===== config.mk =====
export PLATFORM = sky130hd
export DESIGN_NAME = alu_arbiter
export DESIGN_NICKNAME = d
export VERILOG_FILES = /design/src/rtl/alu_arbiter.sv
export SDC_FILE = /design/constraint.sdc
export NUM_CORES = 1
export LEC_CHECK = 0
export CAP_MARGIN = 20
export CELL_PAD_IN_SITES_DETAIL_PLACEMENT = 0
export CELL_PAD_IN_SITES_GLOBAL_PLACEMENT = 1
export CORE_ASPECT_RATIO = 1.75
export CORE_MARGIN = 5
export CORE_UTILIZATION = 33
export CTS_CLUSTER_DIAMETER = 50
export DETAILED_ROUTE_END_ITERATION = 8
export HOLD_SLACK_MARGIN = 0.15
export PLACE_DENSITY_LB_ADDON = 0.05
export SYNTH_ARGS = -nofsm -noshare
export SYNTH_HDL_FRONTEND = slang
export SYNTH_SLANG_ARGS = --single-unit

===== constraint.sdc =====
create_clock -name clk -period 2.95 [get_ports clk]
set_input_delay 0.295 -clock clk [delete_from_list [all_inputs] [get_ports clk]]
set_output_delay 0.295 -clock clk [all_outputs]
set_load 0.01 [all_outputs]

===== src/rtl/alu_arbiter.sv =====
// Round-robin arbiter sharing one external combinational ALU between two requesters.
// Operands are registered into the ALU. The result is captured and returned with the winner's ID.
module alu_arbiter #(
  parameter int N     = 8,
  parameter int CNT_W = 16
) (
  input  logic             clk,
  input  logic             rst,
  input  logic [1:0]       req_valid,
  output logic [1:0]       req_ready,
  input  logic [N-1:0]     req0_a,
  input  logic [N-1:0]     req0_b,
  input  logic [2:0]       req0_op,
  input  logic [N-1:0]     req1_a,
  input  logic [N-1:0]     req1_b,
  input  logic [2:0]       req1_op,
  output logic             rsp_valid,
  input  logic             rsp_ready,
  output logic [N-1:0]     rsp_data,
  output logic             rsp_id,
  output logic [N-1:0]     alu_a,
  output logic [N-1:0]     alu_b,
  output logic [2:0]       alu_opcode,
  input  logic [N-1:0]     alu_y,
  output logic             busy,
  output logic [CNT_W-1:0] op_count
);

  typedef enum logic [1:0] {
    IDLE = 2'd0,
    EXEC = 2'd1,
    RESP = 2'd2
  } state_t;

  state_t             state_q, state_d;
  logic               last_grant_q;
  logic               grant_id;
  logic               accept;
  logic               rsp_valid_q;
  logic [N-1:0]       rsp_data_q;
  logic               rsp_id_q;
  logic [N-1:0]       alu_a_q, alu_b_q;
  logic [2:0]         alu_op_q;
  logic [CNT_W-1:0]   op_count_q;

  // With both requesting, the one that did not win last time gets the grant.
  assign grant_id = (&req_valid) ? ~last_grant_q : req_valid[1];

  always_comb begin
    state_d   = state_q;
    req_ready = 2'b00;
    accept    = 1'b0;
    case (state_q)
      IDLE: begin
        if (|req_valid) begin
          req_ready = grant_id ? 2'b10 : 2'b01;
          accept    = 1'b1;
          state_d   = EXEC;
        end
      end
      EXEC:    state_d = RESP;
      RESP:    if (rsp_ready) state_d = IDLE;
      default: state_d = IDLE;
    endcase
  end

  always_ff @(posedge clk or posedge rst) begin
    if (rst) state_q <= IDLE;
    else     state_q <= state_d;
  end

  always_ff @(posedge clk or posedge rst) begin
    if (rst) begin
      last_grant_q <= 1'b1;
      rsp_valid_q  <= 1'b0;
      rsp_data_q   <= '0;
      rsp_id_q     <= 1'b0;
      alu_a_q      <= '0;
      alu_b_q      <= '0;
      alu_op_q     <= '0;
      op_count_q   <= '0;
    end else begin
      if (accept) begin
        alu_a_q      <= grant_id ? req1_a : req0_a;
        alu_b_q      <= grant_id ? req1_b : req0_b;
        alu_op_q     <= grant_id ? req1_op : req0_op;
        rsp_id_q     <= grant_id;
        last_grant_q <= grant_id;
      end
      if (state_q == EXEC) begin
        rsp_data_q  <= alu_y;
        rsp_valid_q <= 1'b1;
      end
      if (state_q == RESP && rsp_ready) begin
        rsp_valid_q <= 1'b0;
        op_count_q  <= op_count_q + 1'b1;
      end
    end
  end

  assign rsp_valid  = rsp_valid_q;
  assign rsp_data   = rsp_data_q;
  assign rsp_id     = rsp_id_q;
  assign alu_a      = alu_a_q;
  assign alu_b      = alu_b_q;
  assign alu_opcode = alu_op_q;
  assign op_count   = op_count_q;
  assign busy       = (state_q != IDLE);

endmodule


Yosys cells after proc, flatten, opt, wreduce, memory -nomap -nowiden --
Index checks and enable logic that the tools add are counted.
Operators by class: add/sub/neg operators 1, equal/unequal tests 4, muxes and demuxes 14, bitwise operators 1, reduce and logical (&&, ||, !) cells 7
Operator list (number):
- adder 16 x 1 -> 16 bit, second input constant | 1
- two-way mux 8 bit | 2
- two-way mux 2 bit | 5
- one-hot mux 2 bit (3 select lines) | 1
- two-way mux 1 bit | 5
- inequality test 2 bit, second input constant | 2
- AND reduction 2 bit | 2
- nonzero test 2 bit | 2
- two-way mux 3 bit | 1
- equality test 2 x 1 -> 1 bit, second input constant | 1
- equality test 2 bit, second input constant | 1
- zero test 2 bit | 1
- OR reduction 2 bit | 1
- logical AND 1 bit | 1
- inverter 1 bit | 1
Word-level totals: flip-flop bits (word level) 48, input port bits 51, output and inout port bits 48, logic and storage cells 36

Longest topological paths before layout --
Gate-level depths: netlist of run 1.
depth in word-level cells 5, depth in mapped cells 5, gate-level depth less buffers 5

Worst setup path after synthesis of run 1 --
Ideal clock, no wire load.
path kind register to output, from register state_q[1], to output port req_ready[0], data arrival time 1158 ps, required time 2655 ps, path slack 1497 ps, cell stages (with the launch flop) 5, buffers on the path 1, path through dfrtp_1 > nor2_1 > o21ai_1 > buf_2 > nor2_1
Between the ends: cells in the longest elaborated chain, start to end 2
Ends and longest elaborated chain:
- start: declaration | line 35 | state_t state_q, state_d;
- start signal: assignment | line 69 | else state_q <= state_d;
- zero test 2 bit | line 53 | case (state_q)
- two-way mux 2 bit | line 53
- end: declaration | line 10 | output logic [1:0] req_ready,
No other way between the ends.

Final worst setup path of run 1 --
Same ends and word-level chain as after synthesis.

==> results.cfg, run 1 <==
[run_status]
status = finished clean

[min_path]
holdCritPathClass = in2async

[sta]
fmax_ghz = 0.464
fin_crit_sh = 0.730
clock_skew_ps = 4.72
slew_viol_final = 0
rsz0062_at_grt = false
fin_setup_tns_ps = 0
hold_viol_final = 0
min_period_ps = 2150
finalSetupViolCount = 0
worstMarginPinSlew_ps = 450
maxSlewHeadroom = 0.700
layout_setup_ws_ps = 796

[floorplanning]
die_area_sq_mm = 0.00821
io_pins = 99
chipHeight_um = 116
core_sq_mm = 0.00623
die_w_um = 70.7
rows = 38
initial_core_util = 0.342

[setup_path]
critPathLaunchType = register
slowest_delay_ps = 550
cp_common_cell = nor2_1
crit_buf_inv = 1
cp_slowest_cell = clkdlybuf4s50_1
worstPathCellList = nor2_1, o21ai_2, nor2_1, clkdlybuf4s50_1
crit_path_end_kind = output pin
cp_data_arrival_time_ps = 1860
crit_type = reg2out
crit_fanout = 6
worst_path_dominant_cell_family = buffers and inverters
cp.required_ps = 2650

[synthesis]
synth_top_area_cell = dfrtp_1
synth_edf_count = 0
yosysWarnings = 0
ys_ff_latch = 48
ys_seq_area_frac = 0.565
avgSynthCellArea_sq_um = 11.6
synthCells = 183
netlist.area_leader.share = 0.553
synth_flop_cell = dfrtp_1
synthDistinctLibCells = 30
synthArstFlopShare = 1.00
synth_area_sq_mm = 0.00213
synthMostInstantiatedCell = dfrtp_1
ys_top_cells_by_area = dfrtp_1 55%, mux2i_1 8.9%, o21ai_0 4.9%
syn_nets = 235
synth_common_cells = 47 x dfrtp_1, 25 x nand2_1, 21 x o21ai_0, 19 x mux2i_1, 10 x xnor2_1

[run]
drv_cap = 0

[cts]
htree_num_levels = 2
cts_setup_buffers = 0
cts_buffer_depth = 2
numCtsBuffers = 5
cts_num_sinks = 48
cts_resized = 0
clk_latency_ps = 300
clkTransAtPathRegs_ps = 80
root_buffer = clkbuf_8
cts_tree = done
cts_hold_buf = 0

[grt]
overflow = 0
grtUsageMet1 = 0.132
top_usage_layer = met2
grt_pass1_wl_um = 8170
globalRouteMet3Util = 0.0543
grt_use_met2 = 0.227
grtUsageTotal = 0.127
grt_pass1_vias = 1700
grt_max_degree = 41
antenna_found_initial = 0

[detailed_routing]
via_count = 1652
drt_iter0_drc = 28
vias_per_cell = 4.51
avgRoutedWirePerCell_um = 13.8
ant_nets = 0
wirelength_um = 5050
dr.pass1.iters = 2
drcViolationCount = 0

[final_layout]
nets = 337
drive_above_1_share = 0.105
syn_to_final_growth_pct = 56.1
fin_cells = 366
antenna_cells = 0

[pwr]
ir_worst_vdd_v = 0.000502
p_leak_nw = 1.44
power_density_mw_per_mm2 = 834

[place]
gp_congestion = 0.746
dp_hpwl_um = 4020
dp_cells = 358
post-place-ws_ps = 884
io_buffers = 98
registers in the layout, indices dropped and copies added (netlist names):
register      flops
op_count         16
rsp_id            1
alu_b             8
state_q           2
rsp_data          8
alu_opcode        3
last_grant_q      1
alu_a             8
rsp_valid         1
stage by stage:
step | area (sq um) | hold WS (ps) | power, mW | util
after global routing | 3320 | 344 | 2.99 | 0.533
after CTS | 3320 | 329 | 2.83 | 0.533
after global placement | 3210 | 461 | 2.34 | 0.516
after detailed placement | 3210 | 463 | 2.35 | 0.516
final | 3320 | 320 | 2.77 | 0.533
after floorplan | 2130 | 365 | 1.66 | -
per-layer routing:
metal / vias to the layer above / routed length [um]
met3: 6 / 456
li1: 836 / -
met1: 753 / 1820
met4: 0 / 79
met5: - / 0
met2: 57 / 2690
final timing paths:
check                                          from                       end  slack, ps  cells past startpoint
min in group clk           op_count[15]$_DFFE_PP0P_  op_count[15]$_DFFE_PP0P_        470                      1
max in group asynchronous                       rst      alu_b[5]$_DFFE_PP0P_       1910                      3
hold reg to reg            op_count[15]$_DFFE_PP0P_  op_count[15]$_DFFE_PP0P_        470                      1
hold / removal                                  rst   rsp_data[3]$_DFFE_PP0N_        320                      2
setup / recovery             state_q[1]$_DFFE_PP0P_              req_ready[0]        800                      4
setup reg to reg            op_count[0]$_DFFE_PP0P_  op_count[12]$_DFFE_PP0P_       1390                      5
where the power goes:
| group | switching (mW) | internal, mW | leakage, nW |
|---|---|---|---|
| Clock | 0.210 | 0.252 | 0.0552 |
| Sequential | 0.171 | 0.915 | 0.597 |
| Combinational | 0.514 | 0.707 | 0.785 |
layout make-up:
cell class | instances | area (sq um)
clock buffer | 6 | 72.6
inverter | 5 | 18.8
timing repair buffer | 102 | 1010
clock inverter | 2 | 35.0
multi-input combinational | 123 | 881
tap | 80 | 100
fill | 560 | 2910
sequential | 48 | 1200
cells in the final DEF (no fill, tap or decap), types with 2 or more instances in the layout:
| cell | synthesis | layout |
|---|---|---|
| nand3_1 | 3 | 3 |
| nand4_1 | 4 | 4 |
| mux2i_1 | 19 | 19 |
| o21ai_0 | 21 | 21 |
| and4_1 | 3 | 3 |
| a21oi_1 | 2 | 2 |
| inv_1 | 5 | 4 |
| xor2_1 | 5 | 5 |
| nand2_1 | 25 | 25 |
| clkdlybuf4s50_1 | 0 | 98 |
| nor2_1 | 6 | 6 |
| dfrtp_1 | 47 | 47 |
| clkbuf_8 | 0 | 5 |
| buf_4 | 0 | 4 |
| nand2b_1 | 2 | 2 |
| nor3_2 | 2 | 2 |
| mux2_2 | 9 | 9 |
| xnor2_1 | 10 | 10 |
logic make-up (layout without fill, tap and decap cells):
kind of cell    Yosys count  in the layout  share of synthesized area
mux                      28             28                      0.137
flops                    48             48                      0.565
fa+ha+maj                 1              1                    0.00588
xor+xnor                 15             15                     0.0618
simple gates             52             52                      0.139
compound gates           27             27                     0.0665
buf+inv                  12            115                     0.0241
Power figures use the tool's default switching activity.
==> run 2, diff against run 1 <==
CORE_UTILIZATION = 28   (was 33)
clock period = 1.75 ns   (was 2.95 ns; I/O delays follow)
==> run 2 against run 1 <==
Net effect: total power increased by 82%; worst setup slack got worse by 660 ps; first-iteration DRC count increased by 86%; combinational power increased by 76%; sequential power increased by 66%; die area increased by 16%; highest routed layer unchanged.
==> results.cfg, run 2 (same netlist as run 1, synthesis figures left out) <==
[cts]
clkTransAtPathRegs_ps = 60
cts_num_sinks = 48
numCtsBuffers = 5
cts_tree = done
cts_buffer_depth = 2
htree_num_levels = 2
clk_latency_ps = 280
root_buffer = clkbuf_16

[detailed_routing]
ant_nets = 0
wirelength_um = 5510
dr.pass1.iters = 4
via_count = 1733
vias_per_cell = 4.60
drcViolationCount = 0
drt_iter0_drc = 52
avgRoutedWirePerCell_um = 14.6

[place]
io_buffers = 98
post-place-ws_ps = -8.31
gp_congestion = 0.716
dp_hpwl_um = 4160

[floorplanning]
die_w_um = 75.9
initial_core_util = 0.283
die_area_sq_mm = 0.00951
core_sq_mm = 0.00751
chipHeight_um = 125
rows = 42
io_pins = 99

[grt]
overflow = 0
grtUsageTotal = 0.122
grt_pass1_vias = 1769
grt_max_degree = 49
grt_pass1_wl_um = 8780
antenna_found_initial = 0

[sta]
maxSlewHeadroom = 0.722
finalSetupViolCount = 0
clock_skew_ps = 7.03
hold_viol_final = 0
min_period_ps = 1610
fin_setup_tns_ps = 0
layout_setup_ws_ps = 136
worstMarginPinSlew_ps = 416
fin_crit_sh = 0.922
rsz0062_at_grt = false
slew_viol_final = 0
fmax_ghz = 0.620

[final_layout]
syn_to_final_growth_pct = 60.7
fill_cells = 729
antenna_cells = 0
final_common_cell = clkdlybuf4s50_1
largest_reg_flops = 16
drive_above_1_share = 0.111
most-common-layout-cells = 96 x clkdlybuf4s50_1, 47 x dfrtp_1, 25 x nand2_1
nets = 340

[setup_path]
cp_data_arrival_time_ps = 1440
rrSetupSlack_ps = 190
cp.required_ps = 1570
reg2reg_to = op_count[14]$_DFFE_PP0P_
r2r_cells = 5
crit_fanout = 5
crit_path_end_kind = output pin
r2r-start = op_count[0]$_DFFE_PP0P_
critPathLaunchType = register
crit_type = reg2out

[min_path]
holdCritPathClass = in2async

[run]
drv_cap = 0

[run_status]
status = finished clean

[pwr]
ir_worst_vdd_v = 0.000771
power_density_mw_per_mm2 = 1470
p_total_mw = 5.04
p_leak_nw = 1.49
==> run 2: cell types whose count changed in the layout (fill, tap and decap cells not counted) <==
cell | before | now
clkinv_2 | 1 | 0
clkbuf_1 | 1 | 2
buf_4 | 4 | 6
clkbuf_16 | 0 | 5
clkbuf_8 | 5 | 0
buf_12 | 0 | 1
clkdlybuf4s50_1 | 98 | 96
dlygate4sd2_1 | 0 | 2
==> run 2: what timing repair did <==
action                                 in CTS  in global routing
hold buffers                                0                  0
setup endpoints to repair                   2                  0
endpoints found under the hold margin       0                  0
buffers inserted                            0                  0
resized for setup                           2                  0
==> run 2: through the flow <==
stage	instance area, sq um	std cells	hold WS [ps]	utilization
2_1_floorplan	2130	183	245	-
3_3_place_gp	3260	369	461	0.434
3_5_place_dp	3260	369	464	0.434
4_1_cts	3420	377	261	0.455
5_1_grt	3420	377	304	0.455
6_report	3420	377	248	0.455
==> run 2: power by group <==
part / internal, mW / switching, mW / leakage, nW
sequential: 1.55 / 0.269 / 0.597
clock: 0.676 / 0.403 / 0.0781
combinational: 1.23 / 0.919 / 0.811
total: 3.45 / 1.59 / 1.49
==> run 2: cell type report <==
type,instances,area [sq um],share of cell area
clock buffer,7,133,0.0388
inverter,5,18.8,0.00549
tap,88,110,0.0322
multi-input combinational,123,881,0.258
sequential,48,1200,0.352
timing repair buffer,105,1040,0.305
clock inverter,1,30.0,0.00878
==> run 2: critical path, stage by stage, from the launching register on <==
cell,delay (ps)
dfrtp_1,370
nor2_1,120
buf_4,150
inv_1,40
clkdlybuf4s50_1,470
==> run 2: how the worst max path moves through the flow <==
stage	start	endpoint	cells after the start
floorplan	op_count[0]$_DFFE_PP0P_	op_count[12]$_DFFE_PP0P_	5
finish	state_q[1]$_DFFE_PP0P_	busy	4
detailed placement	rsp_ready	op_count[14]$_DFFE_PP0P_	5
global placement	rsp_ready	op_count[14]$_DFFE_PP0P_	5
global route	state_q[1]$_DFFE_PP0P_	busy	4
CTS	state_q[1]$_DFFE_PP0P_	busy	4
==> run 2: metal layers <==
layer,GRT usage,up-vias,routed length [um]
met4,0.0463,0,95
met5,0,-,0
met3,0.0386,6,423
met1,0.124,825,1930
met2,0.220,60,3060
li1,-,842,-
==> run 3, diff against run 2 <==
PLACE_DENSITY = 0.75   (was not set)
PLACE_DENSITY_LB_ADDON = not set   (was 0.05)
==> run 3 against run 2 <==
Net effect: global-route usage hardly changed; worst hold slack worse by 0.81 ps; non-clock buffer count is 2 higher; sequential share of layout area is 0.090 points lower; fmax is 3.6% lower; clock power is 9.9% lower; die area stayed put; total power is 1.1% lower; sequential power hardly changed; utilization is 0.12 points higher; largest power group unchanged; highest routed layer unchanged.
==> results.cfg, run 3 (same netlist as run 1, synthesis figures left out) <==
[setup_path]
cp.required_ps = 1570
cp_data_arrival_time_ps = 1500
crit_type = reg2out
rrSetupSlack_ps = 210
r2r-start = state_q[0]$_DFFE_PP0P_
crit_path_end_kind = output pin
worst_path_dominant_cell_family = buffers and inverters
crit_buf_inv = 3
slowest_delay_ps = 470
cp_slowest_cell = clkdlybuf4s50_1
startpoint = state_q[0]$_DFFE_PP0P_
worstPathCellList = nor2_4, buf_4, inv_1, clkdlybuf4s50_1
reg2reg_to = op_count[13]$_DFFE_PP0P_
r2r_cells = 5
critPathLaunchType = register
crit_fanout = 4

[sta]
fin_crit_sh = 0.957
whs_ps = 247
clock_skew_ps = 3.46
worstMarginPinSlew_ps = 505
hold_viol_final = 0
maxSlewHeadroom = 0.663
min_period_ps = 1670
rsz0062_at_grt = false
finalSetupViolCount = 0
fmax_ghz = 0.597
slew_viol_final = 0

[cts]
clk_latency_ps = 280
cts_setup_buffers = 0
cts_hold_buf = 0
cts_num_sinks = 48
numCtsBuffers = 5
cts_tree = done
cts_buffer_depth = 2
htree_num_levels = 2
root_buffer = clkbuf_16
clkTransAtPathRegs_ps = 60

[final_layout]
largest_reg_flops = 16
area.sequential_sq_mm = 0.00120
multi_input_area_sq_um = 888
postLayoutCoreUtil = 0.456
drive_above_1_share = 0.127
fill_cells = 737
fin_area_sq_mm = 0.00343
final_common_cell = clkdlybuf4s50_1
syn_to_final_growth_pct = 61.1
nets = 342
antenna_cells = 0
most-common-layout-cells = 96 x clkdlybuf4s50_1, 47 x dfrtp_1, 25 x nand2_1

[floorplanning]
die_w_um = 75.9
core_sq_mm = 0.00751
rows = 42
io_pins = 99
chipHeight_um = 125
initial_core_util = 0.283
die_area_sq_mm = 0.00951

[grt]
antenna_found_initial = 0
grt_pass1_vias = 1827
grt_max_degree = 41
grt_pass1_wl_um = 8850
grtUsageTotal = 0.122
overflow = 0

[min_path]
holdCritPathClass = in2async

[run]
drv_cap = 0

[place]
dp_hpwl_um = 4390
dpl-instance-area_sq_mm = 0.00327
gp_congestion = 0.718
io_buffers = 98

[pwr]
ir_worst_vdd_v = 0.000856
p_sw_frac = 0.326
power_density_mw_per_mm2 = 1450
p_clk_frac = 0.195
p_int_mw = 3.36
p_leak_nw = 1.50
pwr-share-comb = 0.439
p_seq_frac = 0.366
power.switching_mw = 1.63

[detailed_routing]
drcViolationCount = 0
via_count = 1718
wirelength_um = 5500
dr.pass1.iters = 5
ant_nets = 0
drt_iter0_drc = 41
vias_per_cell = 4.53
avgRoutedWirePerCell_um = 14.5

[run_status]
status = finished clean
[run 3: cell count changes in the layout (fill, tap and decap cells not counted), sizes merged]
cell | before | now
clkbuf | 7 | 6
bufinv | 1 | 0
buf | 7 | 9
clkinv | 0 | 2
[run 3: per-stage QoR]
| stage | instances | power, mW | TNS (ps) | worst slack (ps) |
|---|---|---|---|---|
| after floorplan | 183 | 2.80 | 0 | 331 |
| after global placement | 371 | 4.03 | 0 | 16.9 |
| after detailed placement | 371 | 4.08 | -17.2 | -17.2 |
| after CTS | 379 | 5.10 | 0 | 40.0 |
| after global routing | 379 | 5.32 | 0 | 3.75 |
| final | 379 | 4.98 | 0 | 75.2 |
[run 3: cell type report]
| class | count | share of cell area |
|---|---|---|
| sequential | 48 | 0.351 |
| clock buffer | 6 | 0.0405 |
| multi-input combinational | 123 | 0.259 |
| clock inverter | 2 | 0.00292 |
| tap | 88 | 0.0321 |
| timing repair buffer | 107 | 0.309 |
| inverter | 5 | 0.00548 |
[run 3: worst register-to-register path: cells and delay by family (launching register included)]
kind                      cells  cell delay (ps)
xor gates and xnor gates      1              140
buffers and inverters         1              160
DFF                           1              400
and+or+nand+nor               3              720
[run 3: power groups by stage]
stage / clock network, mW / logic, mW / registers (mW)
floorplan: 0 / 0.784 / 2.01
global placement: 0 / 2.22 / 1.81
detailed placement: 0 / 2.25 / 1.84
CTS: 1.02 / 2.25 / 1.83
global route: 1.05 / 2.39 / 1.89
finish: 0.973 / 2.19 / 1.82
[run 3: worst max path at each step]
stage	to	slack (ps)	cells past startpoint
after CTS	busy	40	4
after global placement	req_ready[1]	20	4
after detailed placement	req_ready[1]	-20	4
after floorplan	op_count[12]$_DFFE_PP0P_	330	5
final	busy	80	4
after global routing	busy	4	4
[run 3: repair_timing]
| item | 4_1_cts | 5_1_grt |
|---|---|---|
| endpoints found under the setup margin | 3 | 1 |
| pin swaps | 1 | 1 |
| resized for setup | 4 | 0 |
| hold endpoints to repair | 0 | 0 |
[run 3: layer usage]
layer | vias up | part of all wire | global-route usage | wire length, um
li1 | 846 | - | - | -
met1 | 813 | 0.34 | 0.123 | 1890
met2 | 55 | 0.57 | 0.224 | 3160
met3 | 4 | 0.069 | 0.0369 | 381
met4 | 0 | 0.012 | 0.0433 | 64
met5 | - | 0 | 0 | 0
